--- src/rtl/vga_digit_rx.sv ---
// Locks to a VGA raster, then decodes the displayed seven-segment glyph once per frame.
// Optional build macro VGA_RX_STABLE_EN: publish a digit only after two matching frames.
module vga_digit_rx #(
    parameter int unsigned H_TOTAL     = 1344,
    parameter int unsigned V_TOTAL     = 806,
    parameter int unsigned LOCK_FRAMES = 2,
    // Divides the segment sample coordinates; 1 gives the nominal 1024x768 glyph.
    parameter int unsigned SEG_DIV     = 1
) (
    input  logic       clk_vga,
    input  logic       rstn,
    input  logic       hs,
    input  logic       vs,
    input  logic [3:0] r,
    input  logic [3:0] g,
    input  logic [3:0] b,
    output logic [3:0] num,
    output logic       num_valid,
    output logic       locked,
    output logic [6:0] seg,
    output logic       frame_err,
    output logic       pattern_err
);

    localparam logic [10:0] HLast = 11'(H_TOTAL - 1);
    localparam logic [10:0] VLast = 11'(V_TOTAL - 1);
    localparam logic [2:0]  LockN = 3'(LOCK_FRAMES);

    localparam logic [6:0][10:0] SegX = {
        11'(800 / SEG_DIV), 11'(950 / SEG_DIV), 11'(650 / SEG_DIV), 11'(800 / SEG_DIV),
        11'(950 / SEG_DIV), 11'(650 / SEG_DIV), 11'(800 / SEG_DIV)};
    localparam logic [6:0][10:0] SegY = {
        11'(700 / SEG_DIV), 11'(550 / SEG_DIV), 11'(550 / SEG_DIV), 11'(400 / SEG_DIV),
        11'(250 / SEG_DIV), 11'(250 / SEG_DIV), 11'(100 / SEG_DIV)};

    typedef enum logic [1:0] {StSearch, StCheck, StLocked} state_e;

    state_e      state_q, state_d;
    logic [2:0]  good_cnt_q, good_cnt_d;
    logic        hs_prev_q, vs_prev_q;
    logic [10:0] h_pos_q, h_pos_d, v_pos_q, v_pos_d;
    logic        hs_seen_q, hs_seen_d;
    logic [6:0]  shadow_q, shadow_d;
    logic        pix_bad_q, pix_bad_d;
    logic [3:0]  num_q, num_d;
    logic [6:0]  seg_q, seg_d;
    logic        num_valid_q, num_valid_d;
    logic        frame_err_q, frame_err_d;
    logic        pattern_err_q, pattern_err_d;
`ifdef VGA_RX_STABLE_EN
    logic [3:0]  cand_q, cand_d;
    logic        cand_vld_q, cand_vld_d;
`endif

    logic       hs_fall, vs_fall, line_bad, frame_good, sync_bad;
    logic       lit, dark, eval, dec_ok;
    logic [3:0] dec_val;

    function automatic logic [4:0] decode(input logic [6:0] p);
        case (p)
            7'h77:   return {1'b1, 4'h0};
            7'h24:   return {1'b1, 4'h1};
            7'h5D:   return {1'b1, 4'h2};
            7'h6D:   return {1'b1, 4'h3};
            7'h2E:   return {1'b1, 4'h4};
            7'h6B:   return {1'b1, 4'h5};
            7'h7B:   return {1'b1, 4'h6};
            7'h25:   return {1'b1, 4'h7};
            7'h7F:   return {1'b1, 4'h8};
            7'h6F:   return {1'b1, 4'h9};
            7'h3F:   return {1'b1, 4'hA};
            7'h7A:   return {1'b1, 4'hB};
            7'h53:   return {1'b1, 4'hC};
            7'h7C:   return {1'b1, 4'hD};
            7'h5B:   return {1'b1, 4'hE};
            7'h1B:   return {1'b1, 4'hF};
            default: return 5'h00;
        endcase
    endfunction

    always_comb begin
        hs_fall    = hs_prev_q & ~hs;
        vs_fall    = vs_prev_q & ~vs;
        line_bad   = hs_fall & hs_seen_q & (h_pos_q != HLast);
        frame_good = vs_fall & hs_fall & ~line_bad & (v_pos_q == VLast);
        sync_bad   = line_bad | (vs_fall & ~frame_good);
        lit        = (r == 4'hF) && (g == 4'h9) && (b == 4'hC);
        dark       = ({r, g, b} == 12'h000);
        {dec_ok, dec_val} = decode(shadow_q);

        h_pos_d = hs_fall ? 11'd0 : ((h_pos_q == 11'h7FF) ? h_pos_q : h_pos_q + 11'd1);
        v_pos_d = v_pos_q;
        if (vs_fall) begin
            v_pos_d = 11'd0;
        end else if (hs_fall && v_pos_q != 11'h7FF) begin
            v_pos_d = v_pos_q + 11'd1;
        end

        shadow_d  = shadow_q;
        pix_bad_d = pix_bad_q;
        for (int i = 0; i < 7; i++) begin
            if (h_pos_q == SegX[i] && v_pos_q == SegY[i]) begin
                shadow_d[i] = lit;
                if (!lit && !dark) pix_bad_d = 1'b1;
            end
        end
        if (vs_fall) begin
            shadow_d  = 7'h00;
            pix_bad_d = 1'b0;
        end

        // LOCKED is only entered at a vs fall, so a vs fall seen in LOCKED closes a fully locked frame.
        state_d     = state_q;
        good_cnt_d  = good_cnt_q;
        eval        = 1'b0;
        frame_err_d = 1'b0;
        unique case (state_q)
            StSearch: begin
                if (vs_fall) begin
                    state_d    = StCheck;
                    good_cnt_d = 3'd0;
                end
            end
            StCheck: begin
                if (sync_bad) begin
                    state_d = StSearch;
                end else if (vs_fall) begin
                    good_cnt_d = good_cnt_q + 3'd1;
                    if (good_cnt_q + 3'd1 == LockN) state_d = StLocked;
                end
            end
            StLocked: begin
                if (sync_bad) begin
                    state_d     = StSearch;
                    frame_err_d = 1'b1;
                end else if (vs_fall) begin
                    eval = 1'b1;
                end
            end
            default: state_d = StSearch;
        endcase
        hs_seen_d = (state_d == StSearch && state_q != StSearch) ? 1'b0 : (hs_seen_q | hs_fall);

        seg_d         = seg_q;
        num_d         = num_q;
        num_valid_d   = 1'b0;
        pattern_err_d = 1'b0;
`ifdef VGA_RX_STABLE_EN
        cand_d     = cand_q;
        cand_vld_d = cand_vld_q & (state_d != StSearch);
`endif
        if (eval) begin
            seg_d = shadow_q;
            if (pix_bad_q || !dec_ok) begin
                pattern_err_d = 1'b1;
`ifdef VGA_RX_STABLE_EN
                cand_vld_d = 1'b0;
`endif
            end else begin
`ifdef VGA_RX_STABLE_EN
                if (cand_vld_q && cand_q == dec_val) begin
                    num_d       = dec_val;
                    num_valid_d = 1'b1;
                end
                cand_d     = dec_val;
                cand_vld_d = 1'b1;
`else
                num_d       = dec_val;
                num_valid_d = 1'b1;
`endif
            end
        end
    end

    always_ff @(posedge clk_vga) begin
        if (!rstn) begin
            state_q       <= StSearch;
            good_cnt_q    <= 3'd0;
            hs_prev_q     <= 1'b1;
            vs_prev_q     <= 1'b1;
            h_pos_q       <= 11'd0;
            v_pos_q       <= 11'd0;
            hs_seen_q     <= 1'b0;
            shadow_q      <= 7'h00;
            pix_bad_q     <= 1'b0;
            num_q         <= 4'h0;
            seg_q         <= 7'h00;
            num_valid_q   <= 1'b0;
            frame_err_q   <= 1'b0;
            pattern_err_q <= 1'b0;
`ifdef VGA_RX_STABLE_EN
            cand_q        <= 4'h0;
            cand_vld_q    <= 1'b0;
`endif
        end else begin
            state_q       <= state_d;
            good_cnt_q    <= good_cnt_d;
            hs_prev_q     <= hs;
            vs_prev_q     <= vs;
            h_pos_q       <= h_pos_d;
            v_pos_q       <= v_pos_d;
            hs_seen_q     <= hs_seen_d;
            shadow_q      <= shadow_d;
            pix_bad_q     <= pix_bad_d;
            num_q         <= num_d;
            seg_q         <= seg_d;
            num_valid_q   <= num_valid_d;
            frame_err_q   <= frame_err_d;
            pattern_err_q <= pattern_err_d;
`ifdef VGA_RX_STABLE_EN
            cand_q        <= cand_d;
            cand_vld_q    <= cand_vld_d;
`endif
        end
    end

    assign num         = num_q;
    assign seg         = seg_q;
    assign num_valid   = num_valid_q;
    assign frame_err   = frame_err_q;
    assign pattern_err = pattern_err_q;
    assign locked      = (state_q == StLocked);

endmodule

--- config.mk ---
export PLATFORM = sky130hd
export DESIGN_NAME = vga_digit_rx
export DESIGN_NICKNAME = d
export VERILOG_FILES = /design/src/rtl/vga_digit_rx.sv
export SDC_FILE = /design/constraint.sdc
export NUM_CORES = 1
export LEC_CHECK = 0
export CORE_MARGIN = 5
export CORE_UTILIZATION = 45
export CTS_BUF_LIST = sky130_fd_sc_hd__clkbuf_8
export CTS_CLUSTER_SIZE = 30
export DETAILED_ROUTE_END_ITERATION = 12
export PLACE_DENSITY = 0.66
export SLEW_MARGIN = 20
export SYNTH_ARGS = -nofsm -noshare
export SYNTH_HDL_FRONTEND = slang
export SYNTH_SLANG_ARGS = --single-unit
--- constraint.sdc ---
create_clock -name clk_vga -period 4.45 [get_ports clk_vga]
set_input_delay 0.89 -clock clk_vga [delete_from_list [all_inputs] [get_ports clk_vga]]
set_output_delay 0.89 -clock clk_vga [all_outputs]
set_load 0.03 [all_outputs]
==> run metrics <==
total grt overflow 0; core footprint 0.006314 mm2; I/O pins 31; final hold viol count 0; multiplexer area fraction after synthesis 5.551%; commonest non-fill, non-tap cells in the layout 52 x dfxtp_1, 47 x nor2_1, 30 x clkdlybuf4s50_1; die area 0.008169 mm2; crit-path cells clkdlybuf4s50_1, nor4bb_1, nand4_1, nor4_1, o31ai_1, a221oi_2; Post-Route WL 6138 um; Startpoint Class input pin; pin count of the biggest net entering global routing 20; YS warnings 0; First-pass DRT Iterations 4; Synth Area per Inst 8.356 um2; post-synthesis simple-gate area fraction 33.26%; Initial Util 46.06%; Worst Path Buf+Inv 1; post-synthesis compound-gate area fraction 11.88%; CP Max Fanout 7; GPL Wtd Cong 0.8416; CP arrival 3100 ps; Synth area leaders dfxtp_1 36%, nor2_1 6.1%, mux2i_1 5.2%; share of post-route cells with drive strength above 1 5.995%; largest family of logic cells by synthesized area simple AND/OR/NAND/NOR gates; Fillers 614; CTS sink cnt 52; Synth top area share 35.80%; Setup Crit Path Kind in2reg; worst vdd ir 0.1188 mV; H-tree depth 2; Synth Register Bits 52; async set-or-reset flop fraction in the synthesized netlist 0%; Fin Clk Skew 9.863 ps; Final HPWL DP 4514 um; EDFF count, synth 0; final period utilization 64.37%; Root Buffer clkbuf_8; layout net count 391; Yosys top cell by area dfxtp_1; initial antenna violation count 0; Via density 5.626; die extent in x 90.39 um; Setup Fix Bufs, Post-CTS 0; met3 usage 2.833%; Tmin final 2864 ps; GRT Max-Usage Layer met2; clk buf depth 2; worst hold path class reg2reg; Pleak 1.043 nW; IO Port Bufs 30; commonest non-fill, non-tap cell in the layout dfxtp_1; final core utilization 52.73%; TritonCTS clock tree built; post-synthesis net count 373; Worst-path clk slew 100 ps; xor/xnor share of the synthesized area 5.422%; Post-Route Setup TNS 0 ps; ant diodes 0; CP endpoint kind flop; Tightest Pin Transition 692.1 ps; GRT Total Usage 15.46%; met2 usage 24.51%; DR WL/cell 13.82 um; post-CTS sizing 0; Worst path max stage delay 560 ps; post-synthesis sequential area ratio 35.80%; Antenna Nets Post-Route 0; vias in the first global route 2441; worst skew pair latency 310 ps; drt initial violations 150; Layout area overhead 14.50%; adder-cell area share of the yosys netlist 4.217%; Mapped Cells 348; PwrDens 241.9 mW/mm2; detailed-route DRC error count 0; Slew HR 53.51%; first-pass GRT wire length 10940 um; hold_buf cts 0; outcome completed; max-cap violations 0; ys flop type dfxtp_1; Pins Over Slew Limit 0; synth unique cells 57; Rows 29; CP delay by family, top simple AND/OR/NAND/NOR gates; Die H 90.39 um; Setup violations, final 0; DR vias 2498; critical path required time 4680 ps; CTS Buf Count 5; met1 Use GR 20.97%; RSZ-0062 raised after global routing no; fmax 349.1 MHz; Post-Syn Area 0.002908 mm2; critical path's slowest cell nor4_1
## through the flow
step	total power, mW	hold slack [ps]	setup slack, ps	instances	cell area, um2
after floorplan	0.5129	451.5	2119	348	2908
after global placement	0.5343	446.6	1404	436	3233
after detailed placement	0.5348	455.4	1283	436	3233
after CTS	0.8210	467.7	1614	444	3329
after global routing	0.8477	500.5	1428	444	3329
final	0.8053	461.3	1586	444	3329
## metal layers
| metal | wire, um | part of all wire [%] |
|---|---|---|
| met2 | 2806 | 46 |
| met4 | 52 | 0.85 |
| met3 | 257 | 4.2 |
| met1 | 3022 | 49 |
| met5 | 0 | 0 |
## kinds of logic (layout without fill, tap and decap cells)
kind of cell	count (synthesis)	after routing
DFF	52	52
muxes	16	16
buffers and inverters	30	49
adders and majority gates	10	10
AOI/OAI and AO/OA	49	49
and+or+nand+nor	173	173
xor gates and xnor gates	18	18
## power breakdown
group | leakage, nW | total [mW] | internal (mW) | switching (mW)
registers | 0.420 | 0.475 | 0.470 | 0.00490
logic | 0.576 | 0.0492 | 0.0232 | 0.0261
clock network | 0.0463 | 0.281 | 0.116 | 0.166
total | 1.04 | 0.805 | 0.609 | 0.197
## tightest hold or removal path: stages, from the launching register on
cell and delay, ps:
dfxtp_1 320, nand2_1 50, mux2i_1 50
## sequential cells by signal (all words and copies together) (netlist names)
name	count
seg	7
vs_prev_q	1
shadow_q	7
state_q	2
h_pos_q	11
pattern_err	1
good_cnt_q	3
num	4
hs_seen_q	1
num_valid	1
frame_err	1
pix_bad_q	1
v_pos_q	11
hs_prev_q	1
## cell type report
| cell class | count | area, um2 | area share [%] |
|---|---|---|---|
| multi-input combinational | 266 | 1754 | 52.69 |
| sequential | 52 | 1041 | 31.27 |
| timing repair buffer | 30 | 300.3 | 9.019 |
| tap | 77 | 96.34 | 2.894 |
| clock buffer | 5 | 68.82 | 2.067 |
| inverter | 11 | 41.29 | 1.240 |
| clock inverter | 3 | 27.53 | 0.8268 |
## synth_stat cells (5+ instances only)
cell type and instances:
a21oi_1 13, and3_1 5, clkbuf_1 19, dfxtp_1 52, ha_1 9, inv_1 11
mux2i_1 15, nand2_1 26, nand2b_1 12, nand3_1 15, nand4_1 9, nor2_1 47
nor3_1 12, o21ai_0 10, xnor2_1 9, xor2_1 9
## final timing paths
kind	cells past startpoint	endpoint	slack, ps	startpoint
setup / recovery	6	num[1]	1590	hs
hold / removal	2	num[3]	460	num[3]
setup reg to reg	5	num[1]	1960	v_pos_q[2]
hold reg to reg	2	num[3]	460	num[3]
No activity file was read; power rests on OpenSTA's default activity.
